[config.mk]
export PLATFORM = sky130hd
export DESIGN_NAME = qacc_flat
export DESIGN_NICKNAME = d
export VERILOG_FILES = /design/src/rtl/qacc_pkg.sv /design/src/rtl/dti.sv /design/src/rtl/qacc_add.sv /design/src/rtl/qacc.sv /design/src/flat_wrapper.sv
export SDC_FILE = /design/constraint.sdc
export NUM_CORES = 1
export LEC_CHECK = 0
export CAP_MARGIN = 20
export CORE_AREA = 3 3 91 93
export CTS_CLUSTER_SIZE = 8
export DETAILED_ROUTE_END_ITERATION = 12
export DIE_AREA = 0 0 94 96
export MAX_ROUTING_LAYER = met4
export PLACE_DENSITY = 0.88
export SLEW_MARGIN = 20
export SYNTH_ARGS = -nofsm -noshare
export SYNTH_HDL_FRONTEND = slang
export SYNTH_SLANG_ARGS = --single-unit
[constraint.sdc]
create_clock -name clk -period 3.95 [get_ports clk]
set_input_delay 0.5925 -clock clk [delete_from_list [all_inputs] [get_ports clk]]
set_output_delay 0.5925 -clock clk [all_outputs]
set_load 0.05 [all_outputs]
[src/rtl/qacc_pkg.sv]
// qacc_pkg: shared types and helpers for the queue accumulator.
// Build option QACC_SAT_EN adds a sticky overflow bit to the result word.
package qacc_pkg;

    localparam int W_DATA_DEF = 16;
    localparam int W_SUM_DEF  = 24;
    localparam int W_CNT_DEF  = 16;
    localparam int W_EXT      = 64;

    // Output register occupancy; FULL means a result is waiting on dout.
    typedef enum logic {
        ST_EMPTY = 1'b0,
        ST_FULL  = 1'b1
    } qacc_state_e;

    // Queue word and result word at the default widths.
    typedef struct packed {
        logic                  eot;
        logic [W_DATA_DEF-1:0] data;
    } din_t;

    typedef struct packed {
`ifdef QACC_SAT_EN
        logic                 ovf;
`endif
        logic [W_CNT_DEF-1:0] cnt;
        logic [W_SUM_DEF-1:0] sum;
    } dout_t;

    // Extend the low w bits of d to W_EXT bits, by sign or by zeros.
    function automatic logic [W_EXT-1:0] ext(input logic [W_EXT-1:0] d,
                                             input int w,
                                             input bit sgn);
        logic [W_EXT-1:0] mask;
        logic             msb;
        mask = (64'd1 << w) - 64'd1;
        msb  = |(d & (64'd1 << (w - 1)));
        return (sgn && msb) ? (d | ~mask) : (d & mask);
    endfunction

endpackage

[src/rtl/dti.sv]
// dti: valid/ready queue handshake; a word moves when valid and ready are both high.
interface dti #(
    parameter int W = 8
);
    logic         valid;
    logic         ready;
    logic [W-1:0] data;

    modport producer (output valid, output data, input ready);
    modport consumer (input valid, input data, output ready);
endinterface

[src/rtl/qacc_add.sv]
// qacc_add: extends one queue word and adds it to the running sum.
// With QACC_SAT_EN the sum clamps instead of wrapping and a sticky ovf bit is kept.
module qacc_add #(
    parameter int W_DATA = 16,
    parameter int W_SUM  = 24,
    parameter int SIGNED = 0
) (
    input  logic [W_SUM-1:0]  acc_sum,
    input  logic [W_DATA-1:0] data,
`ifdef QACC_SAT_EN
    input  logic              acc_ovf,
    output logic              ovf_next,
`endif
    output logic [W_SUM-1:0]  sum_next
);
    import qacc_pkg::*;

    logic [W_SUM-1:0] addend;

    // Extend to 64 bits then keep the W_SUM LSBs, which also truncates wide data.
    assign addend = W_SUM'(ext(W_EXT'(data), W_DATA, SIGNED != 0));

`ifdef QACC_SAT_EN
    logic [W_SUM:0] raw;

    // Add with carry out, then clamp on unsigned carry or signed overflow.
    always_comb begin
        raw      = {1'b0, acc_sum} + {1'b0, addend};
        sum_next = raw[W_SUM-1:0];
        ovf_next = acc_ovf;
        if (SIGNED != 0) begin
            if ((acc_sum[W_SUM-1] == addend[W_SUM-1]) &&
                (raw[W_SUM-1] != acc_sum[W_SUM-1])) begin
                sum_next = acc_sum[W_SUM-1] ? {1'b1, {(W_SUM-1){1'b0}}}
                                            : {1'b0, {(W_SUM-1){1'b1}}};
                ovf_next = 1'b1;
            end
        end else if (raw[W_SUM]) begin
            sum_next = '1;
            ovf_next = 1'b1;
        end
    end
`else
    // Plain modulo-2^W_SUM add.
    always_comb begin
        sum_next = acc_sum + addend;
    end
`endif

endmodule

[src/rtl/qacc.sv]
// qacc: reduces each eot-terminated queue transaction to one {cnt, sum} word.
// Build option QACC_SAT_EN: saturating sum plus sticky ovf bit as MSB of dout.data.
//
// state    | meaning
// ---------+-------------------------------------------------------------
// ST_EMPTY | no result pending; din always accepted
// ST_FULL  | result held on dout; din accepted only while dout.ready=1
module qacc #(
    parameter int W_DATA = 16,
    parameter int W_SUM  = 24,
    parameter int W_CNT  = 16,
    parameter int SIGNED = 0
) (
    input logic   clk,
    input logic   rst,
    dti.consumer  din,
    dti.producer  dout
);
    import qacc_pkg::*;

`ifdef QACC_SAT_EN
    localparam int W_OUT = W_CNT + W_SUM + 1;
`else
    localparam int W_OUT = W_CNT + W_SUM;
`endif

    if (($bits(din.data) != W_DATA + 1) || ($bits(dout.data) != W_OUT)) begin : g_width_check
        $fatal(1, "qacc: dti data widths do not match W_DATA/W_SUM/W_CNT");
    end

    typedef struct packed {
        logic              eot;
        logic [W_DATA-1:0] data;
    } in_word_t;

    typedef struct packed {
`ifdef QACC_SAT_EN
        logic             ovf;
`endif
        logic [W_CNT-1:0] cnt;
        logic [W_SUM-1:0] sum;
    } out_word_t;

    qacc_state_e      state;
    in_word_t         in_word;
    out_word_t        out_reg;
    logic [W_SUM-1:0] acc_sum;
    logic [W_SUM-1:0] sum_next;
    logic [W_CNT-1:0] acc_cnt;
    logic [W_CNT-1:0] cnt_next;
    logic             din_hs;
    logic             dout_hs;
`ifdef QACC_SAT_EN
    logic             acc_ovf;
    logic             ovf_next;
`endif

    assign in_word    = in_word_t'(din.data);
    assign din.ready  = (state == ST_EMPTY) | dout.ready;
    assign din_hs     = din.valid & din.ready;
    assign dout.valid = (state == ST_FULL);
    assign dout_hs    = dout.valid & dout.ready;
    assign dout.data  = out_reg;
    assign cnt_next   = acc_cnt + W_CNT'(1);

    qacc_add #(
        .W_DATA (W_DATA),
        .W_SUM  (W_SUM),
        .SIGNED (SIGNED)
    ) u_add (
        .acc_sum  (acc_sum),
        .data     (in_word.data),
`ifdef QACC_SAT_EN
        .acc_ovf  (acc_ovf),
        .ovf_next (ovf_next),
`endif
        .sum_next (sum_next)
    );

    // Accumulate non-eot words; on eot load the result and restart from zero.
    always_ff @(posedge clk or negedge rst) begin
        if (!rst) begin
            state   <= ST_EMPTY;
            acc_sum <= '0;
            acc_cnt <= '0;
            out_reg <= '0;
`ifdef QACC_SAT_EN
            acc_ovf <= 1'b0;
`endif
        end else begin
            if (din_hs && in_word.eot) begin
                out_reg.cnt <= cnt_next;
                out_reg.sum <= sum_next;
`ifdef QACC_SAT_EN
                out_reg.ovf <= ovf_next;
                acc_ovf     <= 1'b0;
`endif
                acc_sum <= '0;
                acc_cnt <= '0;
                state   <= ST_FULL;
            end else begin
                if (din_hs) begin
                    acc_sum <= sum_next;
                    acc_cnt <= cnt_next;
`ifdef QACC_SAT_EN
                    acc_ovf <= ovf_next;
`endif
                end
                if (dout_hs) begin
                    state <= ST_EMPTY;
                end
            end
        end
    end

endmodule

[src/flat_wrapper.sv]
// flat-port wrapper written by rule: the top's interface ports become plain ports
module qacc_flat import qacc_pkg::*;
#(
    parameter int W_DATA = 16,
    parameter int W_SUM  = 24,
    parameter int W_CNT  = 16,
    parameter int SIGNED = 0
)
  (clk, rst, din_valid, din_data, din_ready, dout_valid, dout_data, dout_ready);
  dti #(.W(17)) din_i ();
  dti #(.W((16 + 24 + ((1'b0) ? 1 : 0)))) dout_i ();
  input logic clk;
  input logic rst;
  input wire logic [$bits(din_i.valid)-1:0] din_valid;
  input wire logic [$bits(din_i.data)-1:0] din_data;
  output wire logic [$bits(din_i.ready)-1:0] din_ready;
  output wire logic [$bits(dout_i.valid)-1:0] dout_valid;
  output wire logic [$bits(dout_i.data)-1:0] dout_data;
  input wire logic [$bits(dout_i.ready)-1:0] dout_ready;
  assign din_i.valid = din_valid;
  assign din_i.data = din_data;
  assign din_ready = din_i.ready;
  assign dout_valid = dout_i.valid;
  assign dout_data = dout_i.data;
  assign dout_i.ready = dout_ready;
  qacc #(.W_DATA(W_DATA), .W_SUM(W_SUM), .W_CNT(W_CNT), .SIGNED(SIGNED)) u_core (.clk(clk), .rst(rst), .din(din_i), .dout(dout_i));
endmodule
# ---- Word-level counts from Yosys, hierarchy flattened
# Cells that the tools add are included.
dict set report op_classes {
  multipliers 0
  n_bitwise 4
  magnitude_cmp 0
  n_reduce_logical 3
  muxes 6
  n_shift 0
  n_addsub 2
  div 0
  n_eq_ne 0
}
# op n
set ops {}
lappend ops {{$mux W24} 2}
lappend ops {{$mux W16} 2}
lappend ops {{$add A24 B16 Y24} 1}
lappend ops {{$add A16 B1 Y16 const B} 1}
lappend ops {{$reduce_bool A2 Y1} 2}
lappend ops {{$and A1 B1 Y1} 2}
lappend ops {{$mux W1} 2}
lappend ops {{$logic_and A1 B1 Y1} 1}
lappend ops {{$not A1 Y1} 1}
lappend ops {{$or A1 B1 Y1} 1}
dict set report word_totals {
  rom_bits 0
  input_bits 21
  mem_count 0
  register_bits 81
  ram_bits 0
  wordCells 20
  latchBits 0
  output_inout_bits 42
}

# ---- Longest topological paths before layout
# Gate-level depths: netlist (run 1).
dict set report logic_depth {
  depth_word 5
  mapped_depth 9
  depth_no_buf 8
}

# ---- Hierarchy
# From an unflattened synthesis (run 1), not the netlist that was laid out.
dict set report hier_totals {
  cells_unflattened 458
  area_unflattened_um2 4534.3
}
# module cells_each area_each_um2 seq_area_each_um2 n_inst
set by_module_without_submodules {}
lappend by_module_without_submodules {qacc 330 3613.5 2026.9 1}
lappend by_module_without_submodules {qacc_add 128 920.9 0.0 1}

# ---- Worst setup path after synthesis (run 1)
# No wires, ideal clock.
dict set report synth_path {
  path_type {input to register}
  start {input din_data[0]}
  end {register u_core.acc_sum[20]}
  n_path_buf 1
  slack_ps 1083
  setup_time_ps 124
  arrival_ps 2743
  required_ps 3826
  path_stages 9
  path_cell_list {ha_1 > fa_1 > a21o_1 > a221oi_2 > o21ai_4 > a2111oi_4 > buf_6 > nor3_1 > a211o_1}
}
dict set report synth_via {
  elab_chain_len 3
}
# element line_no
set synth_lines {}
lappend synth_lines {{from (decl)} flat_wrapper.sv:15} ;# input wire logic [$bits(din_i.data)-1:0] din_data;
lappend synth_lines {{$add A24 B16 Y24} qacc_add.sv:46} ;# sum_next = acc_sum + addend;
lappend synth_lines {{$mux W24} qacc.sv:102} ;# if (din_hs) begin
lappend synth_lines {{$mux W24} qacc.sv:91} ;# if (din_hs && in_word.eot) begin
lappend synth_lines {{to (signal assigned)} qacc.sv:103} ;# acc_sum <= sum_next;
lappend synth_lines {{to (decl)} qacc.sv:47} ;# logic [W_SUM-1:0] acc_sum;
# No other way between the ends. The select of a mux whose other input is x is not followed.
# A chain may end at the register's enable or synchronous reset.

# ---- Final worst setup path (run 1)
dict set report layout_path {
  start {input din_data[0]}
  end {register u_core.acc_sum[22]}
}
# The elaborated chain is that of the path after synthesis.

==> impl_metrics.py, run 1 <==
metrics = {
    "grt": {
        "grt_pass1_vias": 3654,
        "gr-total-overflow": 0,
        "grt_max_degree": 82,
        "grt_use_met1_pct": 29.2,
        "top_usage_layer": "met2",
        "grt_use_total_pct": 24.2,
        "grtUsageMet2_pct": 41.3,
        "antenna_found_initial": 0,
        "grt_pass1_wl_mm": 16.8,
        "grt_use_met3_pct": 3.60,
    },
    "synthesis": {
        "netlist_area_sq_mm": 0.00437,
        "synth_nets": 506,
        "yosys.area.top_type": "dfrtp_1",
        "syn_inst": 467,
        "synth-main-ff-cell": "dfrtp_1",
        "synth_seq_cells": 81,
        "yosys-top-cells-area": "dfrtp_1 46%, nand2_1 8.1%, o21ai_0 6.0%",
        "yosysUniqueCellTypes": 51,
        "ys_seq_area_share_pct": 46.4,
        "ys_warn_count": 0,
        "postSynthAreaPerCell_sq_um": 9.35,
        "synth-edff-count": 0,
        "synthDominantCellAreaShare_pct": 46.4,
        "ys_async_sr_fraction_pct": 100,
    },
    "power_and_ir_drop": {
        "power_density_mw_per_mm2": 625,
        "p_leak_uw": 0.00231,
        "fin_total_pwr_uw": 3280,
        "ir_worst_vdd_mv": 0.516,
    },
    "final_layout": {
        "multi_input_area_sq_mm": 0.00220,
        "final_layout_size_suffix_gt1_share_pct": 8.16,
        "num_antenna_cells": 0,
        "utilization_pct": 68.9,
        "area_growth_pct": 20.0,
        "fill_cells": 581,
        "register_area_sq_mm": 0.00203,
        "nets": 561,
    },
    "placement": {
        "hpwl_mm": 7.03,
        "gp_congestion": 0.840,
        "portBuffers": 62,
    },
    "timing": {
        "slew_headroom_pct": 33.1,
        "fmax_ghz": 0.326,
        "hold_violations": 0,
        "slew_violations": 0,
        "fin_tns_setup_ns": 0,
        "finalSetupViolCount": 0,
        "rsz0062_at_grt": "false",
        "post-route-period-util_pct": 77.7,
        "worstMarginPinSlew_ns": 1.00,
        "clock_skew_ns": 0.0112,
        "fin_crit_ns": 3.07,
    },
    "clock_network": {
        "cts_made_buffers": 9,
        "worstSkewPairLatency_ns": 0.35,
        "cts_resized": 0,
        "cts.path.max_buffers": 2,
        "cts_sinks": 81,
        "postCtsHoldBufs": 0,
        "clk_pin_slew_ns": 0.09,
        "cts_tree": "yes",
        "cts_setup_buffers": 0,
        "root_buffer": "clkbuf_8",
        "htreeDepth": 3,
    },
    "floorplanning": {
        "die_h_um": 96,
        "initial_core_util_pct": 57.4,
        "core-area_sq_mm": 0.00761,
        "placementRows": 32,
        "fp.dieArea_sq_mm": 0.00902,
        "die_x_um": 94,
        "io_pins": 63,
    },
    "worst_setup_path": {
        "slowest_stage": "a221oi_2",
        "crit_arrival_ns": 3.31,
        "end_kind": "register",
        "crit_path_max_incr_delay_ns": 0.42,
        "reg2regPathDepth": 9,
        "crit_buf_inv": 2,
        "critPathMaxFanout": 16,
        "required_ns": 4.19,
        "critPathKind": "in -> reg",
        "cp-start-kind": "input port",
        "cp_num_cells": 10,
        "cp_cell_sequence": "clkdlybuf4s50_1, ha_1, fa_1, a21o_1, a221oi_2, o21ai_4, a2111oi_4, buf_4, nor3_1, a211o_1",
        "crit_family": "compound AO/OA/AOI/OAI gates",
    },
    "drt": {
        "drt-vias-per-instance": 5.91,
        "ant_nets": 0,
        "via_count": 3719,
        "wl_mm": 9.97,
        "route.detailed.drc": 0,
        "wl_per_cell_um": 15.9,
        "drt_iter0_drc": 217,
        "firstDrtPassIters": 5,
    },
    "hold_path": {
        "hold_path.class": "in -> async",
    },
    "run": {
        "maxCapViolCount": 0,
    },
    "run_status": {
        "status": "completed",
    },
}
final timing paths:
check	startpoint	end	slack, ns
min in group clk	u_core.dout.data[8]$_DFFE_PN0P_	u_core.dout.data[8]$_DFFE_PN0P_	0.48
hold / removal	rst	u_core.dout.data[36]$_DFFE_PN0P_	0.39
setup reg to reg	u_core.acc_sum[0]$_DFFE_PN0P_	u_core.acc_sum[22]$_DFFE_PN0P_	1.15
max in group asynchronous	rst	u_core.acc_sum[12]$_DFFE_PN0P_	2.90
hold reg to reg	u_core.dout.data[8]$_DFFE_PN0P_	u_core.dout.data[8]$_DFFE_PN0P_	0.48
setup / recovery	din_data[0]	u_core.acc_sum[22]$_DFFE_PN0P_	0.88
cell usage after synthesis, types with 2 or more instances:
master / instances
o21ai_0: 52
o211ai_1: 4
o21a_1: 2
and2_1: 4
o22ai_1: 3
clkbuf_1: 22
a21oi_1: 18
o311a_2: 2
or3_2: 2
and3_1: 10
inv_1: 9
o21bai_1: 2
nor4_1: 4
nor3_1: 4
mux2_2: 6
o31ai_1: 7
nand4_1: 5
a21o_1: 11
xor2_1: 6
o21ai_1: 2
xnor2_1: 22
or3_1: 5
a22o_1: 11
nand3_1: 10
nor2_1: 15
dfrtp_1: 81
nand2_1: 94
a211o_1: 4
or4_2: 3
ha_1: 17
a31oi_1: 10
layer usage:
layer | wire length (um) | vias up | part of all wire (%)
met1 | 4300 | 1794 | 43
met2 | 4980 | 123 | 50
met3 | 511 | 17 | 5.1
met4 | 180 | 0 | 1.8
li1 | - | 1785 | -
met5 | 0 | - | 0
state kept, by name, indices dropped and copies added (netlist names):
signal             count
u_core.acc_cnt        16
u_core.acc_sum        24
u_core.dout.data      40
u_core.dout.valid      1
logic make-up after synthesis:
group                    after synthesis  share of synthesized area [%]
flip-flops                            81                           46.4
AO/OA/AOI/OAI                        140                           21.3
buffers and inverters                 35                           3.32
AND/OR/NAND/NOR                      159                           16.4
adder cells (fa/ha/maj)               18                           5.33
multiplexers                           6                           1.55
XOR/XNOR                              28                           5.62
worst register-to-register path, cell delays in order, from the launching register on:
cell       delay, ns
dfrtp_1         0.40
ha_1            0.22
fa_1            0.40
a21o_1          0.22
a221oi_2        0.42
o21ai_4         0.15
a2111oi_4       0.31
buf_4           0.25
nor3_1          0.08
a211o_1         0.25
layout make-up:
type                       count  share of cell area, %
inverter                       9                  0.645
timing repair buffer          70                   12.9
multi-input combinational    351                   41.9
sequential                    81                   38.7
clock buffer                   9                   2.36
tap                          102                   2.43
clock inverter                 7                   1.03
cell usage in the layout, fill, tap and decap left out, types with 5 or more instances in the layout:
cell type        netlist  layout
nand2_1               94      94
dfrtp_1               81      81
clkdlybuf4s50_1        0      61
o21ai_0               52      52
xnor2_1               22      22
a21oi_1               18      18
ha_1                  17      17
nor2_1                15      14
a21o_1                11      11
a22o_1                11      11
and3_1                10      10
nand3_1               10      10
a31oi_1               10      10
inv_1                  9       9
clkbuf_8               0       9
buf_4                  1       9
o31ai_1                7       7
xor2_1                 6       6
mux2_2                 6       6
nand4_1                5       5
or3_1                  5       5
where the power goes:
part	internal [uW]	switching, uW
logic	595	998
registers	1010	118
clock network	232	323
total	1840	1440
per-stage QoR:
step / instance area [sq um] / worst slack, ns / hold WS [ns] / instances
final: 5240 / 0.882 / 0.394 / 629
after global placement: 5060 / 0.600 / 0.460 / 613
after floorplan: 4370 / 1.08 / 0.297 / 467
after global routing: 5240 / 0.727 / 0.472 / 629
after detailed placement: 5060 / 0.530 / 0.462 / 613
after CTS: 5240 / 0.891 / 0.441 / 629
No activity file was read; power rests on OpenSTA's default activity.
==> inputs of run 2 (changes only) <==
Settings changed: CORE_AREA 3 3 91 93 to 3 3 94 96, DIE_AREA 0 0 94 96 to 0 0 97 99, PLACE_DENSITY 0.88 to 0.83.
Clock period 3.95 ns to 2.85 ns, I/O delays scaled along.
==> run 2 against run 1 <==
  * Worst hold slack worse by 0.37 ns
  * Power grew 41%
  * Sequential cell count is the same
  * Setup slack got worse by 0.74 ns
  * Count of clock-buffer cells in the layout grew 1
  * Combinational power up 45%
  * Global-route usage is 1.7 points lower
  * Cell area up 3.5%
  * Register-to-register slack got worse by 0.92 ns
  * Die area increased by 6.4%
  * Critical path depth increased by 1
  * Critical path type unchanged
  * Highest routed layer unchanged
==> impl_metrics.py, run 2 (synthesis results as in run 1) <==
metrics = {
    "run_status": {
        "status": "completed",
    },
    "final_layout": {
        "num_antenna_cells": 0,
        "nets": 585,
        "largest_reg_flops": 40,
        "layoutNonFillerInstCount": 656,
        "area_growth_pct": 24.2,
        "final_common_cell": "nand2_1",
        "final_layout_size_suffix_gt1_share_pct": 12.0,
        "final_cell_mix": "94 x nand2_1, 81 x dfrtp_1, 61 x clkdlybuf4s50_1, 52 x o21ai_0, 32 x buf_4",
    },
    "floorplanning": {
        "die_x_um": 97,
        "io_pins": 63,
        "die_h_um": 99,
        "placementRows": 33,
        "core-area_sq_mm": 0.00813,
        "initial_core_util_pct": 53.7,
        "fp.dieArea_sq_mm": 0.00960,
    },
    "placement": {
        "hpwl_mm": 7.33,
        "place_worst_setup_slack_ns": -0.232,
        "placed_cells": 639,
        "gp_congestion": 0.901,
        "portBuffers": 62,
    },
    "grt": {
        "antenna_found_initial": 0,
        "grt_max_degree": 82,
        "gr-total-overflow": 0,
        "grt_pass1_vias": 3794,
        "grt_pass1_wl_mm": 17.4,
        "grt_use_total_pct": 22.6,
    },
    "worst_setup_path": {
        "crit_path_max_incr_delay_ns": 0.41,
        "cpMostUsedCell": "buf_4",
        "end_kind": "register",
        "slowest_stage": "clkdlybuf4s50_1",
        "cp_cell_sequence": "clkdlybuf4s50_1, ha_1, fa_1, a21o_1, a221oi_2, buf_4, o21ai_4, a2111oi_4, buf_4, nor3_1, a211o_1",
        "crit_arrival_ns": 2.95,
        "cp-start-kind": "input port",
        "required_ns": 3.09,
        "worst-r2r-setup-slack_ns": 0.23,
        "critPathKind": "in -> reg",
        "critPathMaxFanout": 16,
    },
    "timing": {
        "fin_tns_setup_ns": 0,
        "slew_headroom_pct": 66.3,
        "slew_violations": 0,
        "rsz0062_at_grt": "false",
        "clock_skew_ns": 0.00898,
        "finalSetupViolCount": 0,
        "fmax_ghz": 0.369,
        "hold_violations": 0,
        "post-route-period-util_pct": 95.1,
        "setup_slack_ns": 0.138,
        "fin_crit_ns": 2.71,
        "worstMarginPinSlew_ns": 0.504,
    },
    "clock_network": {
        "cts_resized": 0,
        "postCtsHoldBufs": 0,
        "cts.path.max_buffers": 2,
        "cts_sinks": 81,
        "clk_pin_slew_ns": 0.08,
        "cts_tree": "yes",
        "cts_setup_buffers": 0,
        "htreeDepth": 3,
        "root_buffer": "clkbuf_8",
        "worstSkewPairLatency_ns": 0.35,
        "cts_made_buffers": 9,
    },
    "power_and_ir_drop": {
        "power_density_mw_per_mm2": 850,
        "clkPwrFrac_pct": 15.8,
        "switchingPower_uw": 1980,
        "fin_total_pwr_uw": 4610,
        "p_leak_uw": 0.00243,
        "p_int_uw": 2630,
        "ir_worst_vdd_mv": 0.708,
        "pwr-share-seq_pct": 34.0,
        "swShare_pct": 42.9,
        "pwr-share-comb_pct": 50.2,
    },
    "drt": {
        "drt_iter0_drc": 198,
        "firstDrtPassIters": 4,
        "wl_per_cell_um": 15.4,
        "ant_nets": 0,
        "wl_mm": 10.1,
        "route.detailed.drc": 0,
        "via_count": 3782,
        "drt-vias-per-instance": 5.77,
    },
    "hold_path": {
        "hold_path.class": "in -> async",
    },
    "run": {
        "maxCapViolCount": 0,
    },
}
==> run 2: worst paths after layout <==
path                                                       from  cells after the start                                to
min in group clk                u_core.dout.data[8]$_DFFE_PN0P_                      2   u_core.dout.data[8]$_DFFE_PN0P_
worst max register to register    u_core.acc_sum[0]$_DFFE_PN0P_                     10    u_core.acc_sum[22]$_DFFE_PN0P_
worst min register to register  u_core.dout.data[8]$_DFFE_PN0P_                      2   u_core.dout.data[8]$_DFFE_PN0P_
max in group asynchronous                                   rst                      2  u_core.dout.data[16]$_DFFE_PN0P_
worst max-delay path                                din_data[0]                     11    u_core.acc_sum[22]$_DFFE_PN0P_
worst min-delay path                                        rst                      1  u_core.dout.data[35]$_DFFE_PN0P_
==> run 2: per-layer routing <==
metal / track usage (%) / part of all wire [%] / vias up
met1: 27.7 / 44 / 1835
met3: 4.10 / 4.6 / 19
li1: - / - / 1831
met5: - / 0 / -
met4: 6.05 / 1.4 / 0
met2: 38.7 / 50 / 97
==> run 2: layout make-up <==
type / instances / area [sq um]
fillers: 663 / 2710
multi-input cells: 351 / 2200
flip-flops and latches: 81 / 2030
repair buffers: 94 / 871
well taps: 105 / 131
clock buffers: 10 / 128
clock inverters: 6 / 35.0
inverters: 9 / 33.8
==> run 2: through the flow <==
stage / area (sq um) / util [%] / hold slack, ns
6_report: 5420 / 66.7 / 0.0270
3_5_place_dp: 5240 / 64.4 / 0.462
3_3_place_gp: 5240 / 64.4 / 0.459
5_1_grt: 5420 / 66.7 / 0.0474
4_1_cts: 5400 / 66.4 / 0.269
2_1_floorplan: 4370 / - / 0.132
==> run 2: power groups by stage <==
stage	Sequential, uW	Clock (uW)	Combinational (uW)
after global routing	1600	797	2510
after detailed placement	1590	0	2300
after global placement	1570	0	2230
after CTS	1570	744	2310
after floorplan	2050	0	1100
final	1570	726	2310
==> run 2: worst max-delay path: cells and delay by family <==
family | cells | cell delay (ns)
buf+inv | 3 | 0.82
simple gates | 1 | 0.07
compound gates | 5 | 1.00
fa+ha+maj | 2 | 0.62
